$ cat src/rtl/tile_pkg.sv
// Shared definitions for the tile light dispatcher.
// Purpose : screen tiling constants, the mask/light-id types and the
//           dispatcher state encoding.
// Contents: TILE_W, TILE_H, NTX, NTY, MAX_LIGHTS, LW, AW_MAX
//           tile_idx_t, light_id_t, light_mask_t, disp_state_t
package tile_pkg;

  localparam int TILE_W     = 16;
  localparam int TILE_H     = 16;
  localparam int NTX        = 120;                // 1920 / 16
  localparam int NTY        = 68;                 // 1080 / 16 (rounded up)
  localparam int MAX_LIGHTS = 32;
  localparam int LW         = $clog2(MAX_LIGHTS);
  localparam int AW_MAX     = $clog2(NTX * NTY);

  // Tile index at the full-resolution screen size.
  typedef logic [AW_MAX-1:0]     tile_idx_t;
  typedef logic [LW-1:0]         light_id_t;
  typedef logic [MAX_LIGHTS-1:0] light_mask_t;

  typedef enum logic [2:0] {
    ST_IDLE,
    ST_READ,
    ST_WAIT,
    ST_EMIT,
    ST_ADV,
    ST_DONE
  } disp_state_t;

endpackage

$ cat src/rtl/tile_light_dispatcher_if.sv
// Bus bundle for the tile light dispatcher.
// Purpose : groups the frame control, mask RAM port and work-item stream.
// Ports   : start/busy/done            frame control
//           mask_rd_en/addr/data       mask RAM read (data one cycle after en)
//           mask_clr_en                zero-write to the previously read addr
//           out_valid/out_ready        work-item handshake
//           out_tile_x/y, out_light_id, out_last, out_empty   work-item payload
// Modports: master = dispatcher side, slave = environment side.
interface tile_light_dispatcher_if #(
  parameter int NTX = tile_pkg::NTX,
  parameter int NTY = tile_pkg::NTY,
  parameter int AW  = $clog2(NTX * NTY),
  parameter int XW  = $clog2(NTX),
  parameter int YW  = $clog2(NTY)
) ();
  import tile_pkg::*;

  logic          start;
  logic          busy;
  logic          done;
  logic          mask_rd_en;
  logic [AW-1:0] mask_rd_addr;
  light_mask_t   mask_rd_data;
  logic          mask_clr_en;
  logic          out_valid;
  logic          out_ready;
  logic [XW-1:0] out_tile_x;
  logic [YW-1:0] out_tile_y;
  light_id_t     out_light_id;
  logic          out_last;
  logic          out_empty;

  modport master (
    input  start, mask_rd_data, out_ready,
    output busy, done, mask_rd_en, mask_rd_addr, mask_clr_en,
    output out_valid, out_tile_x, out_tile_y, out_light_id, out_last, out_empty
  );

  modport slave (
    output start, mask_rd_data, out_ready,
    input  busy, done, mask_rd_en, mask_rd_addr, mask_clr_en,
    input  out_valid, out_tile_x, out_tile_y, out_light_id, out_last, out_empty
  );

endinterface

$ cat src/rtl/tile_light_dispatcher_lowest_bit_pick.sv
// lowest_bit_pick: combinational lowest-set-bit finder for a light mask.
// Ports: mask        in   light mask
//        index       out  position of the lowest set bit (0 when mask is 0)
//        any_set     out  mask has at least one set bit
//        single_bit  out  mask has exactly one set bit
module lowest_bit_pick
  import tile_pkg::*;
(
  input  light_mask_t mask,
  output light_id_t   index,
  output logic        any_set,
  output logic        single_bit
);

  // Scan from the top so the lowest set bit is the last one written.
  always_comb begin
    index = '0;
    for (int i = MAX_LIGHTS - 1; i >= 0; i--) begin
      if (mask[i]) index = light_id_t'(i);
    end
  end

  assign any_set    = |mask;
  // Clearing the lowest set bit leaves zero only for a one-hot mask.
  assign single_bit = any_set && ((mask & (mask - light_mask_t'(1))) == '0);

endmodule

$ cat src/rtl/tile_light_dispatcher.sv
// tile_light_dispatcher: per-frame walker over the tile light-mask RAM.
// On start it reads every tile mask in raster order, clears it behind the
// read, and emits one (tile_x, tile_y, light_id) item per set bit, lowest
// light first.
// Ports: clk    rising-edge clock
//        rst_n  synchronous active-low reset (aborts a walk, no done pulse)
//        bus    tile_light_dispatcher_if.master (frame control, mask RAM, items)
// Option: TILE_DISPATCH_EMPTY_EN -- when defined, each empty tile yields one
//         item with out_empty=1, out_last=1, out_light_id=0; otherwise empty
//         tiles are skipped and out_empty is constant 0.
module tile_light_dispatcher #(
  parameter int NTX = tile_pkg::NTX,
  parameter int NTY = tile_pkg::NTY
) (
  input  logic                   clk,
  input  logic                   rst_n,
  tile_light_dispatcher_if.master bus
);
  import tile_pkg::*;

  localparam int NT = NTX * NTY;
  localparam int AW = $clog2(NT);
  localparam int XW = $clog2(NTX);
  localparam int YW = $clog2(NTY);

  disp_state_t   state_reg, state_next;
  logic [XW-1:0] tx_reg;
  logic [YW-1:0] ty_reg;
  logic [AW-1:0] addr_reg;
  light_mask_t   pend_reg;
  logic          done_reg;

  light_id_t     pick_idx;
  logic          pick_any;
  logic          pick_one;
  logic          empty_item;
  logic          emit_valid;
  logic          item_last;
  logic          accept;
  logic          last_tile;

`ifdef TILE_DISPATCH_EMPTY_EN
  logic          empty_reg;
  assign empty_item = empty_reg;
`else
  assign empty_item = 1'b0;
`endif

  lowest_bit_pick u_pick (
    .mask       (pend_reg),
    .index      (pick_idx),
    .any_set    (pick_any),
    .single_bit (pick_one)
  );

  assign emit_valid = (state_reg == ST_EMIT) && (pick_any || empty_item);
  assign item_last  = empty_item || pick_one;
  assign accept     = emit_valid && bus.out_ready;
  assign last_tile  = (addr_reg == AW'(NT - 1));

  // State register
  always_ff @(posedge clk) begin
    if (!rst_n) state_reg <= ST_IDLE;
    else        state_reg <= state_next;
  end

  // Next-state logic
  always_comb begin
    state_next = state_reg;
    case (state_reg)
      ST_IDLE: if (bus.start) state_next = ST_READ;
      ST_READ: state_next = ST_WAIT;
      ST_WAIT: begin
`ifdef TILE_DISPATCH_EMPTY_EN
        state_next = ST_EMIT;
`else
        state_next = (bus.mask_rd_data != '0) ? ST_EMIT : ST_ADV;
`endif
      end
      ST_EMIT: if (accept && item_last) state_next = ST_ADV;
      ST_ADV:  state_next = last_tile ? ST_DONE : ST_READ;
      ST_DONE: state_next = ST_IDLE;
      default: state_next = ST_IDLE;
    endcase
  end

  // Tile counters, pending mask and the registered done pulse
  always_ff @(posedge clk) begin
    if (!rst_n) begin
      tx_reg    <= '0;
      ty_reg    <= '0;
      addr_reg  <= '0;
      pend_reg  <= '0;
      done_reg  <= 1'b0;
`ifdef TILE_DISPATCH_EMPTY_EN
      empty_reg <= 1'b0;
`endif
    end else begin
      done_reg <= (state_reg == ST_DONE);
      case (state_reg)
        ST_IDLE: begin
          if (bus.start) begin
            tx_reg   <= '0;
            ty_reg   <= '0;
            addr_reg <= '0;
          end
        end
        ST_WAIT: begin
          pend_reg  <= bus.mask_rd_data;
`ifdef TILE_DISPATCH_EMPTY_EN
          empty_reg <= (bus.mask_rd_data == '0);
`endif
        end
        ST_EMIT: begin
          if (accept) begin
            // Drop the lowest set bit, i.e. the item just accepted.
            pend_reg  <= pend_reg & (pend_reg - light_mask_t'(1));
`ifdef TILE_DISPATCH_EMPTY_EN
            empty_reg <= 1'b0;
`endif
          end
        end
        ST_ADV: begin
          // Counters hold on the final tile so IDLE keeps a valid address.
          if (!last_tile) begin
            addr_reg <= addr_reg + AW'(1);
            if (tx_reg == XW'(NTX - 1)) begin
              tx_reg <= '0;
              ty_reg <= ty_reg + YW'(1);
            end else begin
              tx_reg <= tx_reg + XW'(1);
            end
          end
        end
        default: ;
      endcase
    end
  end

  // Outputs
  always_comb begin
    bus.busy         = (state_reg != ST_IDLE);
    bus.done         = done_reg;
    bus.mask_rd_en   = (state_reg == ST_READ);
    bus.mask_clr_en  = (state_reg == ST_WAIT);
    bus.mask_rd_addr = addr_reg;
    bus.out_valid    = emit_valid;
    bus.out_tile_x   = tx_reg;
    bus.out_tile_y   = ty_reg;
    bus.out_light_id = empty_item ? light_id_t'(0) : pick_idx;
    bus.out_last     = emit_valid && item_last;
    bus.out_empty    = empty_item;
  end

endmodule
$ cat src/flat_wrapper.sv
// flat-port wrapper written by rule: the top's interface ports become plain ports
module tile_light_dispatcher_flat import tile_pkg::*;
#(
  parameter int NTX = tile_pkg::NTX,
  parameter int NTY = tile_pkg::NTY
)
  (clk, rst_n, bus_start, bus_mask_rd_data, bus_out_ready, bus_busy, bus_done, bus_mask_rd_en, bus_mask_rd_addr, bus_mask_clr_en, bus_out_valid, bus_out_tile_x, bus_out_tile_y, bus_out_light_id, bus_out_last, bus_out_empty);
  tile_light_dispatcher_if #(.NTX(NTX), .NTY(NTY)) bus_i ();
  input  logic clk;
  input  logic rst_n;
  input wire logic [$bits(bus_i.start)-1:0] bus_start;
  input wire logic [$bits(bus_i.mask_rd_data)-1:0] bus_mask_rd_data;
  input wire logic [$bits(bus_i.out_ready)-1:0] bus_out_ready;
  output wire logic [$bits(bus_i.busy)-1:0] bus_busy;
  output wire logic [$bits(bus_i.done)-1:0] bus_done;
  output wire logic [$bits(bus_i.mask_rd_en)-1:0] bus_mask_rd_en;
  output wire logic [$bits(bus_i.mask_rd_addr)-1:0] bus_mask_rd_addr;
  output wire logic [$bits(bus_i.mask_clr_en)-1:0] bus_mask_clr_en;
  output wire logic [$bits(bus_i.out_valid)-1:0] bus_out_valid;
  output wire logic [$bits(bus_i.out_tile_x)-1:0] bus_out_tile_x;
  output wire logic [$bits(bus_i.out_tile_y)-1:0] bus_out_tile_y;
  output wire logic [$bits(bus_i.out_light_id)-1:0] bus_out_light_id;
  output wire logic [$bits(bus_i.out_last)-1:0] bus_out_last;
  output wire logic [$bits(bus_i.out_empty)-1:0] bus_out_empty;
  assign bus_i.start = bus_start;
  assign bus_i.mask_rd_data = bus_mask_rd_data;
  assign bus_i.out_ready = bus_out_ready;
  assign bus_busy = bus_i.busy;
  assign bus_done = bus_i.done;
  assign bus_mask_rd_en = bus_i.mask_rd_en;
  assign bus_mask_rd_addr = bus_i.mask_rd_addr;
  assign bus_mask_clr_en = bus_i.mask_clr_en;
  assign bus_out_valid = bus_i.out_valid;
  assign bus_out_tile_x = bus_i.out_tile_x;
  assign bus_out_tile_y = bus_i.out_tile_y;
  assign bus_out_light_id = bus_i.out_light_id;
  assign bus_out_last = bus_i.out_last;
  assign bus_out_empty = bus_i.out_empty;
  tile_light_dispatcher #(.NTX(NTX), .NTY(NTY)) u_core (.clk(clk), .rst_n(rst_n), .bus(bus_i));
endmodule
$ cat config.mk
export PLATFORM = sky130hd
export DESIGN_NAME = tile_light_dispatcher_flat
export DESIGN_NICKNAME = d
export VERILOG_FILES = /design/src/rtl/tile_pkg.sv /design/src/rtl/tile_light_dispatcher_if.sv /design/src/rtl/tile_light_dispatcher_lowest_bit_pick.sv /design/src/rtl/tile_light_dispatcher.sv /design/src/flat_wrapper.sv
export SDC_FILE = /design/constraint.sdc
export NUM_CORES = 1
export LEC_CHECK = 0
export ABC_CLOCK_PERIOD_IN_PS = 3050
export CAP_MARGIN = 40
export CORE_ASPECT_RATIO = 0.8
export CORE_MARGIN = 4
export CORE_UTILIZATION = 40
export CTS_CLUSTER_SIZE = 20
export DETAILED_ROUTE_END_ITERATION = 12
export HOLD_SLACK_MARGIN = 0.15
export PLACE_DENSITY_LB_ADDON = 0.25
export SLEW_MARGIN = 5
export SYNTH_ARGS = -nofsm -noshare
export SYNTH_HDL_FRONTEND = slang
export SYNTH_HIERARCHICAL = 1
export SYNTH_SLANG_ARGS = --single-unit
$ cat constraint.sdc
create_clock -name clk -period 3.05 [get_ports clk]
set_input_delay 0.7625 -clock clk [delete_from_list [all_inputs] [get_ports clk]]
set_output_delay 0.7625 -clock clk [all_outputs]
set_load 0.05 [all_outputs]
==> qor.yml <==
relSlewSlack_pct: 57.2
gr-total-overflow: 0
violations: "negative setup slack"
post_drt_wl_per_cell_um: 18.3
vdd_ir_drop_max_mv: 0.316
slowest_stage: "or3_4"
cp_common_cell: "nor4_4"
rsz0062_at_grt: "true"
yosys.area.top_type_share_pct: 30.3
synth_top_family_by_area: "simple AND/OR/NAND/NOR gates"
min_period_ps: 3460
core_area_um2: 10200
ys_async_sr_fraction_pct: 0
portBuffers: 73
largest_reg_flops: 32
hold_violations: 0
grt_usage_pct: 23.4
cts_tree: "yes"
tightestPinTransition_ps: 639
p_sw_share_pct: 36.1
post-place-ws_ps: -104
synth.area.top_cells: "dfxtp_1, a21oi_1, nand2_1"
yosys_warnings: 6
postRouteAntennaNets: 0
start_util_pct: 40.8
status: "finished, violations left"
drive_gt1_share_pct: 18.0
timing.fmax_ghz: 0.289
synthSimpleGateAreaFrac_pct: 32.7
post-route-period-util_pct: 114
drt_iter0_markers: 458
clock_latency_ps: 330
netlist_instances: 539
endpoint_kind: "primary output"
antenna_found_initial: 0
cts_root_buf: "clkbuf_16"
fill_cells: 942
synth_xor_area_share_pct: 0
io-pin-count: 75
rr_worst_depth: 12
grt_pass1_vias: 4473
syn_avg_cell_area_um2: 7.72
finalSetupViolCount: 1
cts_sinks: 63
cap_violations: 0
grt_start_max_net_pins: 33
ys.flop_type: "dfxtp_1"
seq_area_frac_synth_pct: 30.3
hold-worst-slack_ps: 472
min_path_cells: 2
synth_compound_area_share_pct: 27.9
path_cells: "nor4_4, buf_4, nand4_4, or3_4, a21oi_4, o2111ai_2, nor4_4, and3_4, buf_12"
cpPeakStageDelay_ps: 430
place_congestion: 0.904
powerDensity_nw_per_um2: 603
cp_max_fo: 3
synth_nets: 578
h-tree-depth: 3
avgViaCountPerCell: 6.25
cts_hold_buf: 0
cts_buffers: 9
clk_pin_slew_worst_paths_ps: 50
synth_fa_ha_area_share_pct: 1.62
intPower_mw: 2.24
fp.dieH_um: 99.2
setup_ws_ps: -412
switching_power_mw: 1.27
post_synth_num_cell_types: 70
synthesis.area_um2: 4160
drc: 0
pwr-share-comb_pct: 41.9
rrSetupSlack_ps: 220
diodes: 0
pwr-share-clk_pct: 32.2
critical_path_required_ps: 2290
grt_pass1_wl_mm: 23.1
seqPwrFrac_pct: 25.9
hpwl_mm: 10.3
die_w_um: 122
finalNetCount: 689
wl_mm: 14.6
finClkSkew_ps: 6.31
slew_violations: 0
critPathArrivalTime_ps: 2700
firstDrtPassIters: 7
muxShareOfSynthArea_pct: 1.92
ys_seq_elements: 63
dr_total_vias: 4965
die_area_um2: 12100
num_rows: 33
crit_type: "register to primary output"
p_leak_nw: 2.01
p_total_mw: 3.51
synth_edf_count: 0
syn_to_final_growth_pct: 40.0
cts_max_path_buffers: 2
hold_path_class: "register to register"
synth_area_leader_cell: "dfxtp_1"
setup.worst_path.start_class: "register"
==> repair_timing <==
| action | in CTS | in global routing |
|---|---|---|
| gates cloned | 0 | 0 |
| setup buffers | 0 | 6 |
| pin swaps | 1 | 13 |
| endpoints found under the setup margin | 1 | 4 |
| resized for setup | 1 | 20 |
==> worst max-delay path, delay by kind of cell, from the launching register on <==
family                 cells  cell delay [ps]
AO/OA/AOI/OAI              2              310
AND/OR/NAND/NOR            5             1410
flip-flops                 1              330
buffers and inverters      2              310
==> cell usage in the layout (no fill, tap or decap), types with 13 or more instances in the layout <==
cell type | synthesis | final
or3_1 | 18 | 17
buf_4 | 3 | 63
nand2_1 | 53 | 51
nor2_1 | 38 | 38
nor3_1 | 16 | 15
nor4_1 | 22 | 22
clkdlybuf4s50_1 | 0 | 65
a21oi_1 | 49 | 48
nand3_1 | 24 | 24
dfxtp_1 | 63 | 59
inv_1 | 17 | 17
o21ai_0 | 21 | 21
o31ai_1 | 17 | 16
o211ai_1 | 13 | 13
==> worst paths after layout <==
check / startpoint / end
hold reg to reg: u_core/bus.out_tile_y[6] / u_core/bus.out_tile_y[6]
hold / removal: u_core/bus.out_tile_y[6] / u_core/bus.out_tile_y[6]
setup reg to reg: u_core/pend_reg[7] / u_core/state_reg[2]
setup / recovery: u_core/pend_reg[7] / bus_out_last
==> power groups by stage <==
stage / logic, mW / registers [mW] / clock network [mW]
after global routing: 1.57 / 0.913 / 1.17
after detailed placement: 1.34 / 0.919 / 0
after floorplan: 0.767 / 0.953 / 0
final: 1.47 / 0.909 / 1.13
after global placement: 1.32 / 0.918 / 0
after CTS: 1.34 / 0.904 / 1.14
==> layout make-up <==
cell class	instances	area, µm²	share of cell area [%]
inverters	19	71.3	1.22
multi-input cells	424	2770	47.5
clock inverters	3	65.1	1.12
flip-flops and latches	63	1270	21.7
repair buffers	133	1220	21.0
clock buffers	13	260	4.47
well taps	140	175	3.01
==> cells by family (layout without fill, tap and decap cells) <==
| family | count (synthesis) | after routing |
|---|---|---|
| muxes | 8 | 8 |
| other | 1 | 1 |
| AOI/OAI and AO/OA | 175 | 175 |
| and+or+nand+nor | 234 | 234 |
| buffers and inverters | 52 | 168 |
| adders and majority gates | 6 | 6 |
| DFF | 63 | 63 |
==> synthesized netlist by cell type, types with 4 or more instances <==
library cell / count
nor4_1: 22
a211oi_1: 7
nor3_1: 16
o211ai_1: 13
o41ai_1: 4
and2_1: 6
dfxtp_1: 63
buf_2: 12
nand2_1: 53
or3_1: 18
a22oi_1: 6
nand4b_1: 4
o22ai_1: 10
nand3_1: 24
o311ai_1: 4
o2111ai_1: 4
or4_1: 11
nor4_2: 6
mux2i_1: 8
o21ai_1: 4
inv_1: 17
o21ai_0: 21
o31ai_1: 17
nor2_1: 38
o311ai_0: 6
nand4_1: 8
a31oi_1: 10
nand2b_1: 4
a21oi_1: 49
clkbuf_1: 15
==> layer usage <==
| metal | up-vias | routed length, µm | track usage, % |
|---|---|---|---|
| met5 | - | 0 | 0 |
| met4 | 0 | 278 | 6.98 |
| met3 | 39 | 1260 | 5.80 |
| li1 | 2323 | - | - |
| met1 | 2340 | 6660 | 33.5 |
| met2 | 263 | 6380 | 34.9 |
==> through the flow <==
| step | instance area (µm²) | util (%) | instances | TNS, ps |
|---|---|---|---|---|
| floorplan | 4160 | - | 539 | 0 |
| global placement | 5350 | 52.5 | 772 | -45.5 |
| detailed placement | 5360 | 52.5 | 773 | -104 |
| CTS | 5690 | 55.8 | 789 | -436 |
| global route | 5830 | 57.1 | 795 | -538 |
| finish | 5830 | 57.1 | 795 | -412 |
(Power assumes the default switching activity.)
